## src/rtl/tlb_lookup_arb_pkg.sv

```systemverilog
// rtl/tlb_lookup_arb_pkg.sv - shared widths, source ids and TLB entry layout
package tlb_lookup_arb_pkg;

  localparam int NUM_ENTRIES = 8;
  localparam int IDX_W       = $clog2(NUM_ENTRIES);
  localparam int VPN_W       = 20;
  localparam int PFN_W       = 20;

  localparam logic SRC_IC = 1'b0;
  localparam logic SRC_DC = 1'b1;

  typedef struct packed {
    logic             v;
    logic             p;
    logic             rw;
    logic [VPN_W-1:0] vpn;
    logic [PFN_W-1:0] pfn;
  } tlb_entry_t;

endpackage

```

## src/rtl/tlb_lookup_arb_if.sv

```systemverilog
// rtl/tlb_lookup_arb_if.sv - requester and response bundle of the TLB lookup arbiter
interface tlb_lookup_arb_if;
  import tlb_lookup_arb_pkg::*;

  logic             ic_req;
  logic [VPN_W-1:0] ic_vpn;
  logic             ic_gnt;
  logic             dc_req;
  logic [VPN_W-1:0] dc_vpn;
  logic             dc_wr;
  logic             dc_gnt;
  logic             rsp_valid;
  logic             rsp_src;
  logic [PFN_W-1:0] rsp_pfn;
  logic             rsp_hit;
  logic             rsp_pf;
  logic             rsp_prot;
`ifdef TLB_MULTIHIT_CHK_EN
  logic             rsp_multihit;
`endif

  modport master (
    output ic_req, ic_vpn, dc_req, dc_vpn, dc_wr,
    input  ic_gnt, dc_gnt, rsp_valid, rsp_src, rsp_pfn, rsp_hit, rsp_pf, rsp_prot
`ifdef TLB_MULTIHIT_CHK_EN
    , input rsp_multihit
`endif
  );

  modport slave (
    input  ic_req, ic_vpn, dc_req, dc_vpn, dc_wr,
    output ic_gnt, dc_gnt, rsp_valid, rsp_src, rsp_pfn, rsp_hit, rsp_pf, rsp_prot
`ifdef TLB_MULTIHIT_CHK_EN
    , output rsp_multihit
`endif
  );

endinterface

```

## src/rtl/tlb_lookup_arb_entry_cam.sv

```systemverilog
// rtl/tlb_lookup_arb_entry_cam.sv - parallel VPN compare with lowest-index priority select
// Multi-hit output exists only under TLB_MULTIHIT_CHK_EN.
module tlb_entry_cam
  import tlb_lookup_arb_pkg::*;
(
  input  logic [VPN_W-1:0]       lookup_vpn,
  input  logic [NUM_ENTRIES-1:0] entry_v,
  input  logic [VPN_W-1:0]       entry_vpn [NUM_ENTRIES],
  output logic                   any_hit,
  output logic [IDX_W-1:0]       hit_idx
`ifdef TLB_MULTIHIT_CHK_EN
  , output logic                 multi_hit
`endif
);

  logic [NUM_ENTRIES-1:0] match;

  always_comb begin
    match = '0;
    for (int i = 0; i < NUM_ENTRIES; i++) begin
      match[i] = entry_v[i] && (entry_vpn[i] == lookup_vpn);
    end
  end

  // Scan from the top so the lowest matching index is the last one written.
  always_comb begin
    hit_idx = '0;
    for (int i = NUM_ENTRIES - 1; i >= 0; i--) begin
      if (match[i]) hit_idx = IDX_W'(i);
    end
  end

  assign any_hit = |match;

`ifdef TLB_MULTIHIT_CHK_EN
  assign multi_hit = |(match & (match - NUM_ENTRIES'(1)));
`endif

endmodule

```

## src/rtl/tlb_lookup_arb.sv

```systemverilog
// rtl/tlb_lookup_arb.sv - 8-entry TLB with round-robin ifetch/dcache lookup, 2-cycle response
// Optional multi-hit detection: TLB_MULTIHIT_CHK_EN.
module tlb_lookup_arb
  import tlb_lookup_arb_pkg::*;
(
  input  logic             clk,
  input  logic             rst_n,
  tlb_lookup_arb_if.slave  lk,
  input  logic             cfg_wr_en,
  input  logic [IDX_W-1:0] cfg_idx,
  input  logic [VPN_W-1:0] cfg_vpn,
  input  logic [PFN_W-1:0] cfg_pfn,
  input  logic             cfg_v,
  input  logic             cfg_p,
  input  logic             cfg_rw,
  input  logic             flush
);

  tlb_entry_t       entries_q [NUM_ENTRIES];
  tlb_entry_t       entries_d [NUM_ENTRIES];
  logic             last_src_q, last_src_d;
  logic             a_valid_q, a_valid_d;
  logic             a_src_q, a_src_d;
  logic             a_wr_q, a_wr_d;
  logic [VPN_W-1:0] a_vpn_q, a_vpn_d;
  logic             rsp_valid_q, rsp_valid_d;
  logic             rsp_src_q, rsp_src_d;
  logic [PFN_W-1:0] rsp_pfn_q, rsp_pfn_d;
  logic             rsp_hit_q, rsp_hit_d;
  logic             rsp_pf_q, rsp_pf_d;
  logic             rsp_prot_q, rsp_prot_d;
`ifdef TLB_MULTIHIT_CHK_EN
  logic             rsp_mh_q, rsp_mh_d;
  logic             cam_multi;
`endif

  logic             stall, gnt_ic, gnt_dc;
  logic             cam_hit;
  logic [IDX_W-1:0] cam_idx;
  logic [NUM_ENTRIES-1:0] entry_v;
  logic [VPN_W-1:0] entry_vpn [NUM_ENTRIES];

  // Config writes and flushes own the array for the cycle, so lookups wait.
  always_comb begin
    stall      = cfg_wr_en | flush;
    gnt_ic     = !stall && lk.ic_req && (!lk.dc_req || last_src_q == SRC_DC);
    gnt_dc     = !stall && lk.dc_req && (!lk.ic_req || last_src_q == SRC_IC);
    last_src_d = last_src_q;
    if (gnt_dc)      last_src_d = SRC_DC;
    else if (gnt_ic) last_src_d = SRC_IC;
    a_valid_d  = gnt_ic | gnt_dc;
    a_src_d    = gnt_dc ? SRC_DC : SRC_IC;
    a_vpn_d    = gnt_dc ? lk.dc_vpn : lk.ic_vpn;
    a_wr_d     = gnt_dc & lk.dc_wr;
  end

  assign lk.ic_gnt = gnt_ic;
  assign lk.dc_gnt = gnt_dc;

  always_comb begin
    entries_d = entries_q;
    if (flush) begin
      for (int i = 0; i < NUM_ENTRIES; i++) entries_d[i].v = 1'b0;
    end else if (cfg_wr_en) begin
      entries_d[cfg_idx] = '{v: cfg_v, p: cfg_p, rw: cfg_rw, vpn: cfg_vpn, pfn: cfg_pfn};
    end
  end

  always_comb begin
    for (int i = 0; i < NUM_ENTRIES; i++) begin
      entry_v[i]   = entries_q[i].v;
      entry_vpn[i] = entries_q[i].vpn;
    end
  end

  tlb_entry_cam u_cam (
    .lookup_vpn (a_vpn_q),
    .entry_v    (entry_v),
    .entry_vpn  (entry_vpn),
    .any_hit    (cam_hit),
    .hit_idx    (cam_idx)
`ifdef TLB_MULTIHIT_CHK_EN
    , .multi_hit (cam_multi)
`endif
  );

  always_comb begin
    rsp_valid_d = 1'b0;
    rsp_src_d   = 1'b0;
    rsp_pfn_d   = '0;
    rsp_hit_d   = 1'b0;
    rsp_pf_d    = 1'b0;
    rsp_prot_d  = 1'b0;
`ifdef TLB_MULTIHIT_CHK_EN
    rsp_mh_d    = 1'b0;
`endif
    if (a_valid_q) begin
      rsp_valid_d = 1'b1;
      rsp_src_d   = a_src_q;
      if (!cam_hit) begin
        rsp_pf_d = 1'b1;
      end
`ifdef TLB_MULTIHIT_CHK_EN
      else if (cam_multi) begin
        rsp_pf_d = 1'b1;
        rsp_mh_d = 1'b1;
      end
`endif
      else begin
        rsp_hit_d = 1'b1;
        rsp_pfn_d = entries_q[cam_idx].pfn;
        if (!entries_q[cam_idx].p) rsp_pf_d = 1'b1;
        else rsp_prot_d = a_wr_q && !entries_q[cam_idx].rw;
      end
    end
  end

  always_ff @(posedge clk or negedge rst_n) begin
    if (!rst_n) begin
      for (int i = 0; i < NUM_ENTRIES; i++) entries_q[i] <= '0;
      last_src_q  <= SRC_IC;
      a_valid_q   <= 1'b0;
      a_src_q     <= 1'b0;
      a_wr_q      <= 1'b0;
      a_vpn_q     <= '0;
      rsp_valid_q <= 1'b0;
      rsp_src_q   <= 1'b0;
      rsp_pfn_q   <= '0;
      rsp_hit_q   <= 1'b0;
      rsp_pf_q    <= 1'b0;
      rsp_prot_q  <= 1'b0;
`ifdef TLB_MULTIHIT_CHK_EN
      rsp_mh_q    <= 1'b0;
`endif
    end else begin
      entries_q   <= entries_d;
      last_src_q  <= last_src_d;
      a_valid_q   <= a_valid_d;
      a_src_q     <= a_src_d;
      a_wr_q      <= a_wr_d;
      a_vpn_q     <= a_vpn_d;
      rsp_valid_q <= rsp_valid_d;
      rsp_src_q   <= rsp_src_d;
      rsp_pfn_q   <= rsp_pfn_d;
      rsp_hit_q   <= rsp_hit_d;
      rsp_pf_q    <= rsp_pf_d;
      rsp_prot_q  <= rsp_prot_d;
`ifdef TLB_MULTIHIT_CHK_EN
      rsp_mh_q    <= rsp_mh_d;
`endif
    end
  end

  assign lk.rsp_valid = rsp_valid_q;
  assign lk.rsp_src   = rsp_src_q;
  assign lk.rsp_pfn   = rsp_pfn_q;
  assign lk.rsp_hit   = rsp_hit_q;
  assign lk.rsp_pf    = rsp_pf_q;
  assign lk.rsp_prot  = rsp_prot_q;
`ifdef TLB_MULTIHIT_CHK_EN
  assign lk.rsp_multihit = rsp_mh_q;
`endif

endmodule
```

## src/flat_wrapper.sv

```systemverilog
// flat-port wrapper written by rule: the top's interface ports become plain ports
module tlb_lookup_arb_flat import tlb_lookup_arb_pkg::*;
  (clk, rst_n, cfg_wr_en, cfg_idx, cfg_vpn, cfg_pfn, cfg_v, cfg_p, cfg_rw, flush, lk_ic_req, lk_ic_vpn, lk_dc_req, lk_dc_vpn, lk_dc_wr, lk_ic_gnt, lk_dc_gnt, lk_rsp_valid, lk_rsp_src, lk_rsp_pfn, lk_rsp_hit, lk_rsp_pf, lk_rsp_prot);
  tlb_lookup_arb_if lk_i ();
  input  logic clk;
  input  logic rst_n;
  input  logic cfg_wr_en;
  input  logic [IDX_W-1:0] cfg_idx;
  input  logic [VPN_W-1:0] cfg_vpn;
  input  logic [PFN_W-1:0] cfg_pfn;
  input  logic cfg_v;
  input  logic cfg_p;
  input  logic cfg_rw;
  input  logic flush;
  input wire logic [$bits(lk_i.ic_req)-1:0] lk_ic_req;
  input wire logic [$bits(lk_i.ic_vpn)-1:0] lk_ic_vpn;
  input wire logic [$bits(lk_i.dc_req)-1:0] lk_dc_req;
  input wire logic [$bits(lk_i.dc_vpn)-1:0] lk_dc_vpn;
  input wire logic [$bits(lk_i.dc_wr)-1:0] lk_dc_wr;
  output wire logic [$bits(lk_i.ic_gnt)-1:0] lk_ic_gnt;
  output wire logic [$bits(lk_i.dc_gnt)-1:0] lk_dc_gnt;
  output wire logic [$bits(lk_i.rsp_valid)-1:0] lk_rsp_valid;
  output wire logic [$bits(lk_i.rsp_src)-1:0] lk_rsp_src;
  output wire logic [$bits(lk_i.rsp_pfn)-1:0] lk_rsp_pfn;
  output wire logic [$bits(lk_i.rsp_hit)-1:0] lk_rsp_hit;
  output wire logic [$bits(lk_i.rsp_pf)-1:0] lk_rsp_pf;
  output wire logic [$bits(lk_i.rsp_prot)-1:0] lk_rsp_prot;
  assign lk_i.ic_req = lk_ic_req;
  assign lk_i.ic_vpn = lk_ic_vpn;
  assign lk_i.dc_req = lk_dc_req;
  assign lk_i.dc_vpn = lk_dc_vpn;
  assign lk_i.dc_wr = lk_dc_wr;
  assign lk_ic_gnt = lk_i.ic_gnt;
  assign lk_dc_gnt = lk_i.dc_gnt;
  assign lk_rsp_valid = lk_i.rsp_valid;
  assign lk_rsp_src = lk_i.rsp_src;
  assign lk_rsp_pfn = lk_i.rsp_pfn;
  assign lk_rsp_hit = lk_i.rsp_hit;
  assign lk_rsp_pf = lk_i.rsp_pf;
  assign lk_rsp_prot = lk_i.rsp_prot;
  tlb_lookup_arb u_core (.clk(clk), .rst_n(rst_n), .lk(lk_i), .cfg_wr_en(cfg_wr_en), .cfg_idx(cfg_idx), .cfg_vpn(cfg_vpn), .cfg_pfn(cfg_pfn), .cfg_v(cfg_v), .cfg_p(cfg_p), .cfg_rw(cfg_rw), .flush(flush));
endmodule
```

## config.mk

```make
export PLATFORM = sky130hd
export DESIGN_NAME = tlb_lookup_arb_flat
export DESIGN_NICKNAME = d
export VERILOG_FILES = /design/src/rtl/tlb_lookup_arb_pkg.sv /design/src/rtl/tlb_lookup_arb_if.sv /design/src/rtl/tlb_lookup_arb_entry_cam.sv /design/src/rtl/tlb_lookup_arb.sv /design/src/flat_wrapper.sv
export SDC_FILE = /design/constraint.sdc
export NUM_CORES = 1
export LEC_CHECK = 0
export ABC_CLOCK_PERIOD_IN_PS = 7170
export BUFFER_PORTS_ARGS = -buffer_cell sky130_fd_sc_hd__buf_2
export CAP_MARGIN = 20
export CORE_ASPECT_RATIO = 1.75
export CORE_UTILIZATION = 40
export DETAILED_ROUTE_END_ITERATION = 8
export GPL_ROUTABILITY_DRIVEN = 0
export PLACE_DENSITY_LB_ADDON = 0.3
export SLEW_MARGIN = 20
export SYNTH_ARGS = -nofsm -noshare
export SYNTH_HDL_FRONTEND = slang
export SYNTH_SLANG_ARGS = --single-unit
```

## constraint.sdc

```tcl
create_clock -name clk -period 7.17 [get_ports clk]
set_input_delay 1.0755 -clock clk [delete_from_list [all_inputs] [get_ports clk]]
set_output_delay 1.0755 -clock clk [all_outputs]
set_load 0.02 [all_outputs]
```

==> impl_metrics.ini, run 1 <==
[route]
ant_nets = 0
vias = 12351
vias_per_cell = 5.645
wire_per_inst_um = 25.18
drc_errors = 0
drtPass1Iterations = 5
drt-total-wl_mm = 55.08
first_iter_violations = 738

[yosys]
netlist.top_cell.by_area = dfrtp_1
post-synth-top-count-cell = dfrtp_1
async_flop_share = 1.000
synth_adder_area_share = 0
synth_flop_cell = dfrtp_1
ys_types = 55
synthSimpleGateAreaFrac = 0.07951
synth_xor_area_frac = 0.07547
synthTopCellsByCount = dfrtp_1 (393), mux2_2 (336), nand2_1 (119)
synth-seq-cells = 393
synth_nets = 1580
syn_inst = 1487
syn_avg_cell_area_um2 = 12.49
synth_edf_count = 0
yosys_warnings = 0
yosysSeqAreaShare = 0.5296
synth_compound_area_frac = 0.05188
syn_area_um2 = 18570
synth_top_area_share = 0.5296
synth_area_leaders = dfrtp_1 (53%), mux2_2 (20%), xnor2_1 (5.1%)
synth_top_family_by_area = multiplexers
muxShareOfSynthArea = 0.2383

[pwr]
p_switching_uw = 1808
clock_power_share = 0.325
pwr-share-comb = 0.194
powerDensity_nw_per_um2 = 296.3
p_int_uw = 4425
seqPwrFrac = 0.481
cellLeakagePower_uw = 0.009152
p_sw_frac = 0.2900
irDropWorstVdd_mv = 0.1901

[timing]
tns_ns = 0
setup_violations = 0
finalHoldViolCount = 0
rsz0062_at_grt = false
fin_crit_sh = 0.6512
maxSlewViolCount = 0
slew_headroom = 0.2415
finClkSkew_ns = 0.02127
worstMarginPinSlew_ns = 1.127
period_needed_ns = 4.669
whs_ns = 0.4625
fmax_mhz = 214.2

[setup_path]
rr_worst_depth = 9
start_kind = register
critPathMaxStageDelay_ns = 0.90
cp-end-kind = register
timing.critical_path.slowest_stage_cell = o21a_1
path_cells = xor2_1 > or4_1 > or4_1 > a211o_1 > a21o_1 > a21boi_4 > o21a_1 > o211ai_1 > a22o_1
reg2reg_slack_ns = 2.50
crit_required_ns = 7.59
critPathMostFrequentCell = or4_1
reg2reg_from = u_core.a_vpn_q[6]$_DFF_PN0_
r2r_end = u_core.lk.rsp_pfn[8]$_DFF_PN0_
path_class = reg -> reg
cp_max_fo = 26
arrival_ns = 5.09

[cells_and_area]
fillCellCount = 4204
drive_gt1_frac = 0.3470
nets = 1670
n_antenna_cell = 0
area_growth_pct = 13.30

[die]
rows = 104
design.die.area_um2 = 47320
core_area_um2 = 45930
fp.dieW_um = 164.9
start_util = 0.4043
io_pins = 120
die_y_um = 287.0

[place]
port_buffers = 119
dp_hpwl_mm = 37.05

[clock_tree]
cts_tree = built
cts_buffers = 39
htree_levels = 2
cts_resized = 0
root_buffer = clkbuf_16
clk_latency_ns = 0.55
cts_setup_buffers = 0
cts_sinks = 393
clk_path_buf_depth = 3
clk_pin_slew_ns = 0.06
cts_hold_buffers = 0

[global_routing]
grt_usage = 0.2392
gr-max-usage-layer = met2
grt_pass1_vias = 12969
met2_usage = 0.4243
grt_max_degree = 128
use_met3 = 0.04012
grt_pass1_wl_mm = 82.25
overflow = 0
grt_antenna_before_repair = 3
grt_use_met1 = 0.2504

[hold_path]
worstHoldEndpoint = u_core.lk.rsp_src$_DFF_PN0_
hold_start = u_core.a_src_q$_DFF_PN0_
min_path_cells = 1
hold_path.class = reg -> reg

[outcome]
outcome = finished clean

[flow_run]
drv_cap = 0
kinds of logic (layout without fill, tap and decap cells):
logic type | Yosys count | after routing
mux | 400 | 400
flops | 393 | 393
simple gates | 284 | 284
xor+xnor | 160 | 160
compound gates | 135 | 135
buf+inv | 115 | 233
layer usage:
metal / wire length [um] / share of wire / up-vias
met1: 19300 / 0.35 / 6350
met2: 28540 / 0.52 / 378
met4: 4643 / 0.084 / 0
li1: - / - / 5454
met3: 2604 / 0.047 / 169
met5: 0 / 0 / -
through the flow:
stage | util | setup WS [ns] | cells | instance area (um^2) | power, uW
6_report | 0.4580 | 2.501 | 2188 | 21040 | 6233
5_1_grt | 0.4580 | 2.311 | 2188 | 21040 | 6493
4_1_cts | 0.4579 | 2.481 | 2188 | 21040 | 6249
3_5_place_dp | 0.4307 | 2.511 | 2119 | 19780 | 4216
3_3_place_gp | 0.4301 | 2.502 | 2118 | 19760 | 4169
2_1_floorplan | - | 3.966 | 1487 | 18570 | 3746
critical path, delay by kind of cell, from the launching register on:
kind,cells,cell delay [ns]
compound gates,6,2.65
simple gates,2,1.08
flops,1,0.61
xor+xnor,1,0.20
area by class of cell:
class,instances,area (um^2),share of cell area
inverter,26,97.59,0.004639
timing repair buffer,138,784.5,0.03729
tap,583,729.5,0.03467
sequential,393,9834,0.4674
clock buffer,57,1154,0.05483
multi-input combinational,979,8341,0.3964
clock inverter,12,98.84,0.004698
flip-flops by register name, indices dropped and copies added (netlist names):
signal	flops
u_core.last_src_q	1
u_core.lk.rsp_hit	1
u_core.a_wr_q	1
u_core.lk.rsp_pf	1
u_core.lk.rsp_prot	1
u_core.a_vpn_q	20
u_core.a_valid_q	1
u_core.a_src_q	1
u_core.lk.rsp_src	1
u_core.lk.rsp_valid	1
u_core.lk.rsp_pfn	20
u_core.entries_q	344
layout by cell type (no fill, tap or decap), drive strengths merged, types with 29 or more instances in the layout:
cell / n
xnor2: 108
nand2: 119
xor2: 52
nand4: 38
mux2i: 64
clkbuf: 57
o211ai: 42
dfrtp: 393
a21oi: 50
buf: 138
inv: 29
mux2: 336
power by group through the flow:
stage                     Sequential, uW  Clock (uW)  Combinational (uW)
after floorplan                     2900           0                 844
after global placement              3020           0                1150
after detailed placement            3040           0                1180
after CTS                           3000        2070                1190
after global routing                3050        2150                1290
final                               3000        2030                1210
how the worst max path moves through the flow:
stage                                 start                              end  cells after the start
2_1_floorplan  u_core.a_vpn_q[10]$_DFF_PN0_       u_core.lk.rsp_pf$_DFF_PN0_                     10
3_3_place_gp    u_core.a_vpn_q[6]$_DFF_PN0_   u_core.lk.rsp_pfn[6]$_DFF_PN0_                      9
3_5_place_dp    u_core.a_vpn_q[6]$_DFF_PN0_  u_core.lk.rsp_pfn[12]$_DFF_PN0_                      9
4_1_cts         u_core.a_vpn_q[6]$_DFF_PN0_   u_core.lk.rsp_pfn[8]$_DFF_PN0_                      9
5_1_grt         u_core.a_vpn_q[6]$_DFF_PN0_   u_core.lk.rsp_pfn[8]$_DFF_PN0_                      9
6_report        u_core.a_vpn_q[6]$_DFF_PN0_   u_core.lk.rsp_pfn[8]$_DFF_PN0_                      9
No activity file was read; power rests on OpenSTA's default activity.
==> run 2: changes to the inputs <==
- ABC_CLOCK_PERIOD_IN_PS: 7170 -> 4000
- clock period: 7.17 -> 4 ns (I/O delays scaled with it)
==> impl_metrics.ini, run 2 (synthesis results as in run 1) <==
[outcome]
outcome = finished clean

[timing]
slew_headroom = 0.3674
worstMarginPinSlew_ns = 0.9489
finClkSkew_ns = 0.01783
worst_slack_ns = 0.1820
setup_violations = 0
whs_ns = 0.08134
fmax_mhz = 261.9
fin_crit_sh = 0.9545
tns_ns = 0
maxSlewViolCount = 0
finalHoldViolCount = 0
rsz0062_at_grt = false
period_needed_ns = 3.818

[route]
vias_per_cell = 5.568
drtPass1Iterations = 4
wire_per_inst_um = 24.41
first_iter_violations = 741
drt-total-wl_mm = 54.18
ant_nets = 0
drc_errors = 0
vias = 12362

[cells_and_area]
area_growth_pct = 15.84
drive_gt1_frac = 0.3616
mostFrequentLayoutCells = dfrtp_1 (393), mux2_2 (336), buf_2 (118)
largest_register = u_core.entries_q
largest_register_ffs = 344
layout_commonest_cell = dfrtp_1
nets = 1704
n_antenna_cell = 0

[global_routing]
grt_max_degree = 100
grt_antenna_before_repair = 1
grt_pass1_vias = 13063
overflow = 0
grt_usage = 0.2355
grt_pass1_wl_mm = 81.70

[clock_tree]
cts_buffers = 39
clk_pin_slew_ns = 0.06
cts_hold_buffers = 0
cts_setup_buffers = 0
cts_sinks = 393
htree_levels = 2
clk_path_buf_depth = 3
cts_resized = 0
root_buffer = clkbuf_16
clk_latency_ns = 0.55
cts_tree = built

[setup_path]
critPathMaxStageDelay_ns = 0.81
timing.critical_path.slowest_stage_cell = dfrtp_1
crit_required_ns = 4.41
arrival_ns = 4.22
startpoint = u_core.a_vpn_q[1]$_DFF_PN0_
path_buf_inv = 1
critPathMostFrequentCell = nor4_1
path_cells = xor2_1 > or4b_1 > nor4_1 > a211oi_2 > o311ai_1 > buf_4 > nor4_1 > a21oi_1 > a311oi_2 > a2111oi_1
r2r_end = u_core.lk.rsp_prot$_DFF_PN0_
rr_worst_depth = 10
path_class = reg -> reg
cp_top_family = simple AND/OR/NAND/NOR gates
cp-end-kind = register
crit_path_end = u_core.lk.rsp_prot$_DFF_PN0_
cp_max_fo = 8
reg2reg_slack_ns = 0.18
reg2reg_from = u_core.a_vpn_q[1]$_DFF_PN0_
crit_cells = 10
start_kind = register

[flow_run]
drv_cap = 0

[die]
design.die.area_um2 = 47320
rows = 104
start_util = 0.4043
fp.dieW_um = 164.9
die_y_um = 287.0
core_area_um2 = 45930
io_pins = 120

[place]
port_buffers = 119
place_ws_ns = 0.2902
dp_hpwl_mm = 38.15

[pwr]
irDropWorstVdd_mv = 0.2644
powerDensity_nw_per_um2 = 533.6
cellLeakagePower_uw = 0.009378

[hold_path]
hold_path.class = in -> async
-- run 2: changes by cell type in the layout (fill, tap and decap cells not counted), moves of 3 or more --
| cell | delta |
|---|---|
| clkbuf_1 | -3 |
| bufinv_16 | +6 |
| clkbuf_8 | -7 |
| buf_12 | +10 |
| buf_4 | +26 |
-- run 2: worst min path at each step --
stage	slack, ns	to
after CTS	0.13	u_core.entries_q[95]$_DFFE_PN0P_
final	0.08	u_core.entries_q[95]$_DFFE_PN0P_
after floorplan	0.30	u_core.a_src_q$_DFF_PN0_
after detailed placement	0.46	u_core.lk.rsp_src$_DFF_PN0_
after global placement	0.44	u_core.lk.rsp_src$_DFF_PN0_
after global routing	0.16	u_core.entries_q[95]$_DFFE_PN0P_
-- run 2: routing by layer --
| layer | share of wire | global-route usage |
|---|---|---|
| met3 | 0.031 | 0.02583 |
| met2 | 0.54 | 0.4286 |
| met5 | 0 | 0 |
| met4 | 0.071 | 0.1530 |
| met1 | 0.36 | 0.2541 |
-- run 2: cell type report --
class,count,area (um^2)
fill,4189,24420
sequential,393,9834
multi-input combinational,979,8335
timing repair buffer,172,1141
clock buffer,49,1096
tap,583,729.5
clock inverter,18,276.5
inverter,26,97.59
-- run 2: report_power, final --
group,switching (uW),leakage [uW],internal (uW)
sequential,571,0.00487,4790
combinational,1030,0.00384,1100
clock,1590,0.000670,2390
total,3200,0.00938,8280
-- run 2: metrics by stage --
| step | cells | power (uW) | instance area [um^2] | utilization |
|---|---|---|---|---|
| floorplan | 1487 | 6715 | 18570 | - |
| global route | 2220 | 11940 | 21510 | 0.4683 |
| finish | 2220 | 11480 | 21510 | 0.4683 |
| CTS | 2220 | 11540 | 21510 | 0.4683 |
| global placement | 2153 | 7445 | 20140 | 0.4384 |
| detailed placement | 2153 | 7537 | 20140 | 0.4384 |
-- run 2: worst register-to-register path, cell delays in order, from the launching register on --
cell and delay [ns]:
dfrtp_1 0.81, xor2_1 0.18, or4b_1 0.55, nor4_1 0.64
a211oi_2 0.20, o311ai_1 0.37, buf_4 0.21, nor4_1 0.06
a21oi_1 0.20, a311oi_2 0.15, a2111oi_1 0.32
==> run 3: changes to the inputs <==
- CORE_MARGIN: unset -> 2
- TNS_END_PERCENT: unset -> 10
==> impl_metrics.ini, run 3 (synthesis results as in run 1) <==
[setup_path]
timing.critical_path.slowest_stage_cell = o311ai_1
reg2reg_from = u_core.a_vpn_q[5]$_DFF_PN0_
cp-end-kind = register
cp_top_family = compound AO/OA/AOI/OAI gates
reg2reg_slack_ns = 0.25
rr_worst_depth = 10
critPathMaxStageDelay_ns = 0.58
r2r_end = u_core.lk.rsp_prot$_DFF_PN0_
startpoint = u_core.a_vpn_q[5]$_DFF_PN0_
crit_required_ns = 4.39
path_buf_inv = 1
cp_max_fo = 8
path_class = reg -> reg
arrival_ns = 4.14
path_cells = xnor2_1 > or4b_1 > nor4_1 > a211oi_2 > o311ai_1 > buf_4 > and2_1 > a311o_1 > a311oi_2 > a2111oi_1
start_kind = register

[pwr]
powerDensity_nw_per_um2 = 528.2
total_power_uw = 11310
cellLeakagePower_uw = 0.009334
irDropWorstVdd_mv = 0.3663

[clock_tree]
root_buffer = clkbuf_16
htree_levels = 2
cts_resized = 0
cts_hold_buffers = 0
clk_pin_slew_ns = 0.06
cts_buffers = 38
cts_sinks = 393
clk_path_buf_depth = 3
cts_setup_buffers = 0
clk_latency_ns = 0.54
cts_tree = built

[global_routing]
grt_pass1_wl_mm = 81.73
grt_usage = 0.2255
grt_max_degree = 105
grt_pass1_vias = 13061
overflow = 0
grt_antenna_before_repair = 3

[cells_and_area]
largest_register = u_core.entries_q
seq_area_um2 = 9834
area_growth_pct = 15.31
drive_gt1_frac = 0.3578
layout_commonest_cell = dfrtp_1
largest_register_ffs = 344
nets = 1698
fillCellCount = 4187
mostFrequentLayoutCells = dfrtp_1 (393), mux2_2 (336), buf_2 (118)
multi_input_area_um2 = 8341
final_util = 0.4661

[timing]
maxSlewViolCount = 0
worstMarginPinSlew_ns = 0.8928
period_needed_ns = 3.755
finClkSkew_ns = 0.01986
whs_ns = 0.1170
fmax_mhz = 266.3
finalHoldViolCount = 0
tns_ns = 0
slew_headroom = 0.4048
fin_crit_sh = 0.9387
rsz0062_at_grt = false
setup_violations = 0

[route]
drtPass1Iterations = 5
drc_errors = 0
vias_per_cell = 5.650
first_iter_violations = 784
wire_per_inst_um = 24.59
ant_nets = 0
drt-total-wl_mm = 54.51
vias = 12526

[die]
rows = 104
design.die.area_um2 = 48230
fp.dieW_um = 166.9
core_area_um2 = 45930
die_y_um = 289.0
start_util = 0.4043
io_pins = 120

[outcome]
outcome = finished clean

[hold_path]
hold_path.class = in -> async

[place]
dp_hpwl_mm = 37.76
port_buffers = 119

[flow_run]
drv_cap = 0
## run 3: worst max-delay path by stage
stage               slack [ns]                      endpoint  cells after the start
floorplan                 0.80    u_core.lk.rsp_pf$_DFF_PN0_                     10
global placement          0.45  u_core.lk.rsp_prot$_DFF_PN0_                     10
detailed placement        0.37  u_core.lk.rsp_prot$_DFF_PN0_                     10
CTS                       0.34  u_core.lk.rsp_prot$_DFF_PN0_                     10
global route              0.03  u_core.lk.rsp_prot$_DFF_PN0_                     10
finish                    0.25  u_core.lk.rsp_prot$_DFF_PN0_                     10
## run 3: worst reg2reg max path: cells and delay by family (launching register included)
kind	cells	cell delay, ns
AO/OA/AOI/OAI	5	1.37
AND/OR/NAND/NOR	3	1.16
buffers and inverters	1	0.22
flip-flops	1	0.56
XOR/XNOR	1	0.31
## run 3: cell type report
class | instances | area share
Antenna cell | 2 | 0.0002337
Clock buffer | 54 | 0.05195
Clock inverter | 13 | 0.008239
Inverter | 26 | 0.004558
Multi-Input combinational cell | 979 | 0.3895
Sequential cell | 393 | 0.4593
Tap cell | 583 | 0.03407
Timing Repair Buffer | 167 | 0.05212
## run 3: where the power goes
part           internal [uW]  total [uW]  switching, uW  leakage (uW)
combinational           1110        2180           1080       0.00384
sequential              4790        5360            575       0.00487
clock                   2200        3760           1560      0.000627
total                   8100       11300           3210       0.00933
## run 3: per-layer routing
metal | up-vias | track usage | part of all wire
li1 | 5531 | - | -
met1 | 6465 | 0.2374 | 0.35
met2 | 358 | 0.4114 | 0.52
met3 | 172 | 0.02555 | 0.036
met4 | 0 | 0.1718 | 0.086
met5 | - | 0 | 0
## run 3: through the flow
stage / instances / area, um^2 / setup WS [ns]
after floorplan: 1487 / 18570 / 0.7957
after global placement: 2148 / 20120 / 0.4522
after detailed placement: 2148 / 20120 / 0.3679
after CTS: 2215 / 21410 / 0.3367
after global routing: 2216 / 21410 / 0.03478
final: 2217 / 21410 / 0.2453
